File: src/rtl/cpu_nios_oci_dct_packer.sv
// rtl/cpu_nios_oci_dct_packer.sv - packs 2-bit trace atoms into frames
//
// Purpose: accumulates 2-bit OCI trace atoms into 2*ATOMS-bit frames. Each
// frame goes out through a one-deep holding register with a valid/ready
// handshake. An end-of-test drain sequence flushes the last partial frame.
//
// Ports:
//   clk, reset        clock; asynchronous active-high reset
//   atom_valid/atom   atom offered; atom_ready accepts it (state only)
//   flush             close current partial frame (pulse)
//   test_end          start end-of-test drain (pulse)
//   dct_buffer        frame, atom k at bits [2k+1:2k], unused bits 0
//   dct_count         atoms in frame; 0 while out_valid is low
//   out_valid/ready   frame handshake
//   test_ending       high during drain
//   test_has_ended    high once drained; sticky until reset
module cpu_nios_oci_dct_packer #(
  parameter int ATOMS = 15,
  localparam int BW = 2 * ATOMS,
  localparam int CW = $clog2(ATOMS + 1)
) (
  input  logic          clk,
  input  logic          reset,
  input  logic          atom_valid,
  input  logic [1:0]    atom,
  output logic          atom_ready,
  input  logic          flush,
  input  logic          test_end,
  output logic [BW-1:0] dct_buffer,
  output logic [CW-1:0] dct_count,
  output logic          out_valid,
  input  logic          out_ready,
  output logic          test_ending,
  output logic          test_has_ended
);

  typedef enum logic [1:0] {
    ST_RUN   = 2'd0,
    ST_DRAIN = 2'd1,
    ST_ENDED = 2'd2
  } state_e;

  state_e        state_q, state_d;
  logic [BW-1:0] acc_q, acc_d;
  logic [CW-1:0] acc_cnt_q, acc_cnt_d;
  logic          flush_pend_q, flush_pend_d;
  logic [BW-1:0] hold_buf_q, hold_buf_d;
  logic [CW-1:0] hold_cnt_q, hold_cnt_d;
  logic          out_valid_q, out_valid_d;

  logic          accept;
  logic          hold_free;
  logic          flush_in;
  logic          transfer;
  logic [CW-1:0] next_cnt;
  logic [BW-1:0] acc_ins;

  // Readiness depends only on state so a producer can never be stalled by its
  // own valid; it is forced low while reset is held so every output reads 0.
  assign atom_ready = !reset && (state_q == ST_RUN) && (acc_cnt_q < CW'(ATOMS));
  assign accept     = atom_valid && atom_ready;
  assign hold_free  = !out_valid_q || out_ready;
  assign flush_in   = flush && (state_q != ST_ENDED);
  assign next_cnt   = acc_cnt_q + CW'(accept);

  // Slots above acc_cnt are always zero, so OR-ing the shifted atom in is
  // equivalent to a slot write.
  assign acc_ins = accept ? (acc_q | (BW'(atom) << {acc_cnt_q, 1'b0})) : acc_q;

  assign transfer = hold_free && (next_cnt != '0) &&
                    ((next_cnt == CW'(ATOMS)) || flush_in || flush_pend_q ||
                     (state_q == ST_DRAIN));

  always_comb begin
    acc_d        = acc_ins;
    acc_cnt_d    = next_cnt;
    flush_pend_d = flush_pend_q;
    hold_buf_d   = hold_buf_q;
    hold_cnt_d   = hold_cnt_q;
    out_valid_d  = out_valid_q;

    if (transfer) begin
      hold_buf_d   = acc_ins;
      hold_cnt_d   = next_cnt;
      out_valid_d  = 1'b1;
      acc_d        = '0;
      acc_cnt_d    = '0;
      flush_pend_d = 1'b0;
    end else begin
      // Flush against a busy holding register is remembered; an empty flush is not.
      if (flush_in && (next_cnt != '0)) begin
        flush_pend_d = 1'b1;
      end
      if (out_valid_q && out_ready) begin
        hold_buf_d  = '0;
        hold_cnt_d  = '0;
        out_valid_d = 1'b0;
      end
    end
  end

  always_comb begin
    state_d = state_q;
    case (state_q)
      ST_RUN:   if (test_end) state_d = ST_DRAIN;
      ST_DRAIN: if ((acc_cnt_q == '0) && hold_free) state_d = ST_ENDED;
      ST_ENDED: state_d = ST_ENDED;
      default:  state_d = ST_RUN;
    endcase
  end

  always_ff @(posedge clk or posedge reset) begin
    if (reset) begin
      state_q      <= ST_RUN;
      acc_q        <= '0;
      acc_cnt_q    <= '0;
      flush_pend_q <= 1'b0;
      hold_buf_q   <= '0;
      hold_cnt_q   <= '0;
      out_valid_q  <= 1'b0;
    end else begin
      state_q      <= state_d;
      acc_q        <= acc_d;
      acc_cnt_q    <= acc_cnt_d;
      flush_pend_q <= flush_pend_d;
      hold_buf_q   <= hold_buf_d;
      hold_cnt_q   <= hold_cnt_d;
      out_valid_q  <= out_valid_d;
    end
  end

  assign dct_buffer     = hold_buf_q;
  assign dct_count      = hold_cnt_q;
  assign out_valid      = out_valid_q;
  assign test_ending    = (state_q == ST_DRAIN);
  assign test_has_ended = (state_q == ST_ENDED);

endmodule

File: config.mk
export PLATFORM = sky130hd
export DESIGN_NAME = cpu_nios_oci_dct_packer
export DESIGN_NICKNAME = d
export VERILOG_FILES = /design/src/rtl/cpu_nios_oci_dct_packer.sv
export SDC_FILE = /design/constraint.sdc
export NUM_CORES = 1
export LEC_CHECK = 0
export CAP_MARGIN = 40
export CORE_UTILIZATION = 50
export CTS_BUF_LIST = sky130_fd_sc_hd__clkbuf_8
export CTS_CLUSTER_DIAMETER = 50
export DETAILED_ROUTE_END_ITERATION = 8
export PLACE_DENSITY = 0.84
export SLEW_MARGIN = 15
export SYNTH_ARGS = -nofsm -noshare
export SYNTH_HDL_FRONTEND = slang
export SYNTH_SLANG_ARGS = --single-unit
File: constraint.sdc
create_clock -name clk -period 9.6 [get_ports clk]
set_clock_uncertainty 0.2 [all_clocks]
set_input_delay 1.92 -clock clk [delete_from_list [all_inputs] [get_ports clk]]
set_output_delay 1.92 -clock clk [all_outputs]
set_load 0.01 [all_outputs]
==> results.yml <==
worst_setup_path:
  crit-reg2reg-launch: "state_q[0]"
  worst_setup_path_startpoint: "reset"
  crit_path_end: "atom_ready"
  setup_crit_start_kind: "input pin"
  path_max_fanout: 52
  worst-r2r-setup-slack_ns: 5.56
  path_class: "in -> out"
  cp_data_required_time_ns: 7.48
  r2r_cells: 14
  arrival_worst_endpoint_ns: 3.94
  critical_path.endpoint_type: "output pin"
  worst_r2r_end: "dct_buffer[17]"
global_routing:
  vias_in_the_first_global_route: 2135
  grt_max_degree: 53
  grt_overflow_total: 0
  grt_first_pass_wirelength_mm: 10.6
  antenna_found_initial: 0
  globalRouteTotalUtil: 0.220
drt:
  detailedRoute.firstPassIterationCount: 4
  remaining_drc_errors: 0
  drt-wirelength-per-cell_um: 16.6
  detail_route.wirelength_mm: 6.69
  final_antenna_net_count: 0
  vias_per_cell: 5.79
  detail_route.iter0.violations: 196
  via_count: 2334
clock_network:
  cts_htree_levels: 3
  tritoncts: "yes"
  cts_buffer_depth: 2
  clock_root_cell: "sky130_fd_sc_hd__clkbuf_8"
  path_clk_slew_ns: 0.07
  post_cts_hold_buffer_count: 0
  insertion_delay_ns: 0.34
  cts_sinks: 72
  cts_buffers: 9
  cts_resized: 0
  cts_post_setup_buffers_inserted: 0
sta:
  max_slew.worst_pin.slew_ns: 0.797
  worst_slew_slack_as_a_fraction_of_its_limit: 0.465
  fmaxAchievable_ghz: 0.165
  rsz0062_at_grt: "false"
  final.setup.tns_ns: 0
  min_period_over_period: 0.632
  final.min_clock_period_ns: 6.06
  report.final.hold_viol_count: 0
  setup_viol: 0
  drv_slew: 0
pwr:
  post-layout-total-power_w: 0.00102
  worst_ir_drop_vdd_v: 0.000190
  static-leakage-power_nw: 1.79
  powerDensity_nw_per_um2: 261
synth:
  synthesis.area_per_instance_um2: 11.2
  synth_sequential_area_ratio: 0.571
  synth_nets: 295
  postSynthCellCount: 281
  post-synth-top-area-cell: "sky130_fd_sc_hd__dfrtp_1"
  synth_warnings: 0
  synth.cell_area_um2: 3150
  synth_top_area_share: 0.571
  flip_flop_and_latch_count_after_synthesis: 72
  async_reset_ff_frac: 1.00
  dominantRegCellSynth: "sky130_fd_sc_hd__dfrtp_1"
  synth_enable_flop_cells: 0
  netlist_top_cells_area: "sky130_fd_sc_hd__dfrtp_1, sky130_fd_sc_hd__o2bb2ai_1, sky130_fd_sc_hd__nor2_1, sky130_fd_sc_hd__a21oi_1, sky130_fd_sc_hd__ha_1"
  yosys.cell_types.count: 43
floorplan:
  floorplan.rows: 28
  dieArea_um2: 6630
  floorplan.initialDensity: 0.526
  boundaryPins: 46
  floorplan.die.width_um: 81.4
  core_area_um2: 5990
  die_y_um: 81.4
finish:
  layout.filler_cells: 437
  final_nets: 338
  count_of_non_filler_cells_in_the_finished_layout: 403
  finalCoreUtilization: 0.652
  synthToLayoutAreaGrowth_pct: 23.8
  layout-drive-gt1-share: 0.110
  antenna_cells_inserted: 0
placement:
  place_congestion: 0.846
  post-dp-hpwl_mm: 4.55
  dp.cells: 387
  io_buffer_count: 45
outcome:
  run_status: "finished, final reports clean"
run:
  max_cap_viol_count: 0
hold_path:
  min-delay-path-class: "reg -> reg"
[synth_stat cells, types with 2 or more instances]
cell	n
sky130_fd_sc_hd__buf_1	3
sky130_fd_sc_hd__nor3_1	3
sky130_fd_sc_hd__dfrtp_1	72
sky130_fd_sc_hd__ha_1	6
sky130_fd_sc_hd__mux2i_1	4
sky130_fd_sc_hd__o2bb2ai_2	5
sky130_fd_sc_hd__a21o_1	4
sky130_fd_sc_hd__clkbuf_1	5
sky130_fd_sc_hd__nand3_1	4
sky130_fd_sc_hd__and2_1	8
sky130_fd_sc_hd__nor2b_1	6
sky130_fd_sc_hd__o21ai_0	8
sky130_fd_sc_hd__buf_6	5
sky130_fd_sc_hd__mux2_2	2
sky130_fd_sc_hd__buf_2	4
sky130_fd_sc_hd__inv_1	5
sky130_fd_sc_hd__o21ai_1	2
sky130_fd_sc_hd__nor2_1	42
sky130_fd_sc_hd__a32oi_1	4
sky130_fd_sc_hd__and3_1	3
sky130_fd_sc_hd__nand2_1	11
sky130_fd_sc_hd__o2bb2ai_1	21
sky130_fd_sc_hd__a21oi_1	31
sky130_fd_sc_hd__nand2b_1	3
sky130_fd_sc_hd__or2_2	2
[cells in the final DEF (no fill, tap or decap), types with 3 or more instances in the layout]
master                            instances
sky130_fd_sc_hd__dfrtp_1                 72
sky130_fd_sc_hd__nand3_1                  4
sky130_fd_sc_hd__o21ai_0                  8
sky130_fd_sc_hd__and2_1                   8
sky130_fd_sc_hd__o2bb2ai_1               21
sky130_fd_sc_hd__bufinv_16                3
sky130_fd_sc_hd__nor2_1                  42
sky130_fd_sc_hd__nand2b_1                 3
sky130_fd_sc_hd__clkbuf_8                10
sky130_fd_sc_hd__ha_1                     6
sky130_fd_sc_hd__and3_1                   3
sky130_fd_sc_hd__nor3_1                   3
sky130_fd_sc_hd__a21o_1                   4
sky130_fd_sc_hd__nor2b_1                  6
sky130_fd_sc_hd__a32oi_1                  4
sky130_fd_sc_hd__nand2_1                 11
sky130_fd_sc_hd__o2bb2ai_2                5
sky130_fd_sc_hd__inv_1                    6
sky130_fd_sc_hd__mux2i_1                  4
sky130_fd_sc_hd__clkdlybuf4s50_1         45
sky130_fd_sc_hd__a21oi_1                 31
[per-stage QoR]
step / hold WS [ns] / area, um^2 / setup slack, ns
2_1_floorplan: 0.249 / 3150 / 3.33
3_3_place_gp: 0.260 / 3600 / 3.10
3_5_place_dp: 0.272 / 3640 / 3.33
4_1_cts: 0.288 / 3880 / 3.50
5_1_grt: 0.306 / 3900 / 3.30
6_report: 0.290 / 3900 / 3.54
[critical path, stage by stage]
cell and delay (ns):
sky130_fd_sc_hd__clkdlybuf4s50_1 0.41, sky130_fd_sc_hd__inv_2 0.04, sky130_fd_sc_hd__buf_4 0.31, sky130_fd_sc_hd__buf_16 0.29, sky130_fd_sc_hd__nand2_1 0.12, sky130_fd_sc_hd__a41oi_1 0.22, sky130_fd_sc_hd__clkdlybuf4s50_1 0.60
[final cells by class]
cell class / instances / area (um^2) / area share
multi-input cells: 186 / 1220 / 0.312
clock inverters: 5 / 97.6 / 0.0250
inverters: 5 / 18.8 / 0.00481
clock buffers: 10 / 138 / 0.0353
repair buffers: 50 / 536 / 0.137
well taps: 75 / 93.8 / 0.0240
flip-flops and latches: 72 / 1800 / 0.462
[flip-flops by register name, indices dropped and copies added (netlist names)]
signal,flops
dct_buffer,30
out_valid,1
state_q,2
flush_pend_q,1
acc_q,30
acc_cnt_q,4
dct_count,4
[worst min path at each step]
| stage | start | depth (start not counted) | slack [ns] | end |
|---|---|---|---|---|
| 6_report | acc_q[23] | 2 | 0.29 | acc_q[23] |
| 5_1_grt | acc_q[4] | 2 | 0.31 | acc_q[4] |
| 4_1_cts | acc_q[20] | 2 | 0.29 | acc_q[20] |
| 3_5_place_dp | acc_q[20] | 2 | 0.27 | acc_q[20] |
| 3_3_place_gp | acc_q[5] | 2 | 0.26 | acc_q[5] |
| 2_1_floorplan | acc_q[0] | 2 | 0.25 | acc_q[0] |
[report_power, final]
| part | internal, W | switching, W |
|---|---|---|
| clock network | 0.000176 | 0.000106 |
| logic | 0.000149 | 0.000219 |
| registers | 0.000338 | 0.0000296 |
[kinds of logic after synthesis]
logic type      count (synthesis)  synth area share
compound gates                 86             0.205
xor+xnor                        1           0.00278
fa+ha+maj                       6            0.0238
buf+inv                        23            0.0421
flops                          72             0.571
mux                             7            0.0270
simple gates                   86             0.128
[routing by layer]
layer	vias up	global-route usage	part of all wire
met5	-	0	0
met4	0	0.0946	0.021
met3	15	0.0567	0.058
met2	82	0.337	0.49
met1	1154	0.296	0.43
li1	1083	-	-
Power figures use the tool's default switching activity.
